File: config.mk
export PLATFORM = sky130hd
export DESIGN_NAME = led_mode_scheduler
export DESIGN_NICKNAME = d
export VERILOG_FILES = /design/src/rtl/led_mode_scheduler.sv
export SDC_FILE = /design/constraint.sdc
export NUM_CORES = 1
export LEC_CHECK = 0
export CAP_MARGIN = 0
export CORE_ASPECT_RATIO = 1.2
export CORE_MARGIN = 2
export CORE_UTILIZATION = 63
export CTS_CLUSTER_SIZE = 24
export DETAILED_ROUTE_END_ITERATION = 8
export HOLD_SLACK_MARGIN = 0.02
export PLACE_DENSITY = 0.91
export REMOVE_ABC_BUFFERS = 1
export SYNTH_ARGS = -nofsm -noshare
export SYNTH_HDL_FRONTEND = slang
export SYNTH_SLANG_ARGS = --single-unit
File: constraint.sdc
create_clock -name clock_sink_clk -period 4.8 [get_ports clock_sink_clk]
set_input_delay 0.48 -clock clock_sink_clk [delete_from_list [all_inputs] [get_ports clock_sink_clk]]
set_output_delay 0.48 -clock clock_sink_clk [all_outputs]
set_load 0.02 [all_outputs]
File: src/rtl/led_mode_scheduler.sv
// led_mode_scheduler
// Arbitrates LED mode requests from NUM_REQ requesters (index 0 highest
// priority). A granted mode is held for at least HOLD_CYCLES cycles, during
// which only strictly higher-priority requesters can take over. While the held
// mode is "toggle" (11), a one-cycle csr_write strobe is produced every
// TOGGLE_PERIOD cycles. All outputs are registered.
//
// Ports
//   clock_sink_clk    in   1            clock, rising edge
//   reset_sink_reset  in   1            synchronous active-high reset
//   req_valid         in   NUM_REQ      per-requester request
//   req_mode          in   2*NUM_REQ    per-requester mode code, [2i+1:2i]
//   req_ready         out  NUM_REQ      one-cycle one-hot grant acknowledge
//   blink_flag        out  2            mode to the LED blink block
//   csr_write         out  1            one-cycle toggle strobe
//   grant_id          out  clog2(NUM_REQ) current owner, 0 when idle
//   busy              out  1            high while a mode is held
module led_mode_scheduler #(
    parameter int unsigned NUM_REQ       = 4,
    parameter int unsigned HOLD_CYCLES   = 50000000,
    parameter int unsigned TOGGLE_PERIOD = 25000000
) (
    input  logic                       clock_sink_clk,
    input  logic                       reset_sink_reset,
    input  logic [NUM_REQ-1:0]         req_valid,
    input  logic [2*NUM_REQ-1:0]       req_mode,
    output logic [NUM_REQ-1:0]         req_ready,
    output logic [1:0]                 blink_flag,
    output logic                       csr_write,
    output logic [$clog2(NUM_REQ)-1:0] grant_id,
    output logic                       busy
);

    localparam int unsigned ID_W     = $clog2(NUM_REQ);
    localparam logic [31:0] HOLD_LAST = 32'(HOLD_CYCLES - 1);
    localparam logic [31:0] TOG_LAST  = 32'(TOGGLE_PERIOD - 1);
    localparam logic [1:0]  MODE_TOGGLE = 2'b11;

    typedef enum logic {
        S_IDLE,
        S_HOLD
    } state_t;

    state_t              state_q, state_d;
    logic [NUM_REQ-1:0]  ready_q, ready_d;
    logic [1:0]          blink_q, blink_d;
    logic                csr_q, csr_d;
    logic [ID_W-1:0]     gid_q, gid_d;
    logic                busy_q, busy_d;
    logic [31:0]         hold_cnt_q, hold_cnt_d;
    logic [31:0]         tog_cnt_q, tog_cnt_d;

    // Fixed-priority arbitration: lowest valid index wins.
    logic            any_valid;
    logic [ID_W-1:0] win_idx;
    logic [1:0]      win_mode;

    always_comb begin
        any_valid = |req_valid;
        win_idx   = '0;
        win_mode  = 2'b00;
        for (int i = int'(NUM_REQ) - 1; i >= 0; i--) begin
            if (req_valid[i]) begin
                win_idx  = ID_W'(i);
                win_mode = req_mode[2*i +: 2];
            end
        end
    end

    logic expired;
    logic preempt;
    logic do_grant;

    // Since win_idx is the lowest valid index, a winner below the owner means
    // some strictly higher-priority requester is asking.
    assign expired = (hold_cnt_q == HOLD_LAST);
    assign preempt = any_valid && (win_idx < gid_q);

    always_comb begin
        state_d    = state_q;
        ready_d    = '0;
        blink_d    = blink_q;
        csr_d      = 1'b0;
        gid_d      = gid_q;
        busy_d     = busy_q;
        hold_cnt_d = hold_cnt_q;
        tog_cnt_d  = tog_cnt_q;
        do_grant   = 1'b0;

        case (state_q)
            S_IDLE: begin
                if (any_valid) begin
                    do_grant = 1'b1;
                end else begin
                    blink_d    = 2'b00;
                    gid_d      = '0;
                    busy_d     = 1'b0;
                    hold_cnt_d = '0;
                    tog_cnt_d  = '0;
                end
            end
            S_HOLD: begin
                // Preemption and expiry share one arbitration, so at most one
                // req_ready pulse results even when both happen together.
                if (preempt || (expired && any_valid)) begin
                    do_grant = 1'b1;
                end else if (expired) begin
                    state_d    = S_IDLE;
                    blink_d    = 2'b00;
                    gid_d      = '0;
                    busy_d     = 1'b0;
                    hold_cnt_d = '0;
                    tog_cnt_d  = '0;
                end else begin
                    hold_cnt_d = hold_cnt_q + 32'd1;
                    if (blink_q == MODE_TOGGLE) begin
                        if (tog_cnt_q == TOG_LAST) begin
                            csr_d     = 1'b1;
                            tog_cnt_d = '0;
                        end else begin
                            tog_cnt_d = tog_cnt_q + 32'd1;
                        end
                    end
                end
            end
            default: begin
                state_d = S_IDLE;
            end
        endcase

        // A grant never strobes csr_write; the toggle period restarts here.
        if (do_grant) begin
            state_d    = S_HOLD;
            ready_d    = NUM_REQ'(1) << win_idx;
            blink_d    = win_mode;
            gid_d      = win_idx;
            busy_d     = 1'b1;
            hold_cnt_d = '0;
            tog_cnt_d  = '0;
            csr_d      = 1'b0;
        end
    end

    always_ff @(posedge clock_sink_clk) begin
        if (reset_sink_reset) begin
            state_q    <= S_IDLE;
            ready_q    <= '0;
            blink_q    <= 2'b00;
            csr_q      <= 1'b0;
            gid_q      <= '0;
            busy_q     <= 1'b0;
            hold_cnt_q <= '0;
            tog_cnt_q  <= '0;
        end else begin
            state_q    <= state_d;
            ready_q    <= ready_d;
            blink_q    <= blink_d;
            csr_q      <= csr_d;
            gid_q      <= gid_d;
            busy_q     <= busy_d;
            hold_cnt_q <= hold_cnt_d;
            tog_cnt_q  <= tog_cnt_d;
        end
    end

    assign req_ready  = ready_q;
    assign blink_flag = blink_q;
    assign csr_write  = csr_q;
    assign grant_id   = gid_q;
    assign busy       = busy_q;

endmodule

==> impl_results.md <==
* Drt drc at 0
* Placer Congestion at between 0.8 and 0.9
* Total Negative Setup Slacks at 0 ps
* Crit start category: primary input
* Overall Power at around 1200 µW
* Final wirelength at a little over 8000 µm
* 1st-iter DRT viols at 195
* Worst setup EP type: flop
* Post-CTS Setup Inserts at 0
* Clock H-tree levels at 3
* Non-filler cells, final at 518
* Async SR Flop Fraction at 0
* Number of max-cap violations at 0
* HP Class: flop to flop
* Initial antenna violation count at 0
* Clock edge transition at the registers on the reported setup and hold paths at approximately 80 ps
* Final Skew at approximately 11 ps
* Worst skew pair latency at roughly 360 ps
* HPWL after detailed placement at roughly 5500 µm
* Crit Path Category: primary input to flop
* Site Rows at 30
* Yosys top cell by area: dfxtp_1
* Die H at a little under 90 µm
* CTS root buffer: clkbuf_8
* Via density per instance at approximately 6.3
* Total vias in the final route at between 3000 and 4000
* PortBufs at 23
* FF-to-FF Start: hold_cnt_q[0]
* Total grt overflow at 0
* RSZ-0062 raised after global routing: no
* First-pass GRT wire length at 13400 µm
* Final setup violation count at 0
* Initial core utilization at 0.644
* Hold path depth at 1
* FMAX at slightly above 0.3 GHz
* R2R Path End: tog_cnt_q[9]
* P_leak at about 0.0012 µW
* Critical path's slowest cell: or3_1
* Slowest stage delay, CP at 640 ps
* Syn Area/Cell at about 8.3 µm²
* Post_cts resized at 0
* Post-synth EDFFs at 0
* Critical-path maximum fanout at 19
* Outcome: complete, no violations
* CTS Buffer Depth at 2
* Cell variety after synth at 44
* Worst EP arrival at approximately 3500 ps
* Prevailing post-synth register cell: dfxtp_1
* Final period utilization at 0.675
* Placed Area at ~3800 µm²
* Pwr Density at roughly 300 nW/µm²
* Post-Syn Instances at 430
* TritonCTS Buffers at 9
* Hold path start: hold_cnt_q[0]
* Die area at 6300 µm²
* Cell with the most instances after synthesis: dfxtp_1
* # diodes at 0
* Synth top area share at 0.419
* # fillers at between 400 and 500
* Drt first pass iters at 4
* Worst R2R Setup Slack at 1900 ps
* Worst slew margin at 0.547
* Inst Count DP at about 500
* Cell Area, Synth at 3580 µm²
* Nets at about 470
* Critical Path RT at between 5000 and 6000 ps
* Gr usage total at 0.270
* Min cycle time layout at approximately 3200 ps
* Share of post-route cells with drive strength above 1 at 0.0661
* IO Pins at 24
* Vias in the first global route at between 3000 and 4000
* Avg WL per Cell at approximately 16 µm
* Syn-to-layout area delta at 12.5%
* YS warnings at 0
* Clk sink count at 75
* Max IR drop VDD at roughly 0.24 mV
* Post-route ant nets at 0
* Seq/Total Area, Yosys at 0.419
* Largest net degree at the start of global routing at 47
* Final Slew Violations at 0
* CTS Hold Buffers Added at 0
* Design Area, Final at roughly 4000 µm²
* Flops & latches, synth at 75
* Die Width at roughly 73 µm
* Worst-margin pin slew at a little under 700 ps
* CTS tree: yes
* Fin. Hold Viols at 0
* Reg2reg path depth at 8
* Core region area at between 5000 and 6000 µm²
* Largest cells by area after synthesis: dfxtp_1, nor2_1, xnor2_1
* Most instantiated cells after synthesis: dfxtp_1, nor2_1, a21oi_1, nand2_1, o21ai_0
* Critical-path cell list: clkdlybuf4s50_1, nor3_1, ha_1, nor2b_1, o21ai_0, nand3_1, buf_4, o21ai_0, or3_1, buf_4, a21oi_1
* Worst Hold End: hold_cnt_q[0]
## metrics by stage
stage	setup slack, ps	util	hold slack [ps]
global placement	1380	0.691	443
global route	1260	0.725	504
floorplan	2010	-	430
finish	1560	0.725	462
detailed placement	1220	0.691	447
CTS	1590	0.725	464
## state kept, by name, indices dropped and copies added (netlist names)
register	count
hold_cnt_q	32
csr_write	1
grant_id	2
req_ready	4
state_q	1
tog_cnt_q	32
busy	1
blink_flag	2
## cell type report
cell class                 instances  area (µm²)  share of cell area
clock buffer                      10         128              0.0317
clock inverter                     6        65.1              0.0161
inverter                           7        26.3             0.00652
multi-input combinational        329        1970               0.489
sequential                        75        1500               0.373
tap                               64        80.1              0.0199
timing repair buffer              27         260              0.0646
## how the worst max path moves through the flow
stage	to	startpoint	slack, ps	cells after the start
after floorplan	tog_cnt_q[0]	req_valid[1]	2010	8
after global placement	tog_cnt_q[4]	req_valid[0]	1380	11
after detailed placement	tog_cnt_q[5]	req_valid[0]	1220	11
after CTS	tog_cnt_q[1]	req_valid[0]	1590	11
after global routing	tog_cnt_q[19]	req_valid[0]	1260	11
final	tog_cnt_q[1]	req_valid[0]	1560	11
## worst max-delay path: cells and delay by family
family / cells / cell delay [ps]
adders and majority gates: 1 / 190
AOI/OAI and AO/OA: 3 / 480
and+or+nand+nor: 4 / 1230
buffers and inverters: 3 / 1130
## report_power, final
group	switching [µW]	internal [µW]	leakage [µW]	total (µW)
Combinational	51.4	31.0	0.000480	82.4
Sequential	4.13	628	0.000606	632
Clock	241	241	0.0000966	482
Total	296	900	0.00118	1200
## cell families (layout without fill, tap and decap cells)
kind of cell / after synthesis / in the layout / synth area share
fa+ha+maj: 3 / 3 / 0.0105
flops: 75 / 75 / 0.419
buf+inv: 26 / 50 / 0.0308
compound gates: 80 / 80 / 0.127
mux: 1 / 1 / 0.00419
simple gates: 212 / 212 / 0.328
xor+xnor: 33 / 33 / 0.0807
## cell usage in the layout (no fill, tap or decap), drive strengths merged, types with 3 or more instances in the layout
master         instances
nand2                 29
nor2b                  6
and2                   4
xnor2                 21
and3                   9
a21oi                 35
clkinv                 3
buf                    4
nor4b                  3
ha                     3
xor2                  12
nor3                  11
nor2                  50
o21ai                 27
nand4                 21
inv                    8
or3                   21
clkbuf                10
clkdlybuf4s50         23
o31ai                  7
or4b                   3
nand3                 26
or4                    9
and4                   9
dfxtp                 75
nor4                   6
## metal layers
metal | GRT usage | wire, µm | vias to the layer above
met1 | 0.291 | 3340 | 1559
li1 | - | - | 1598
met5 | 0 | 0 | -
met2 | 0.488 | 4360 | 67
met4 | 0.163 | 275 | 0
met3 | 0.0407 | 218 | 26
Power figures use the tool's default switching activity.
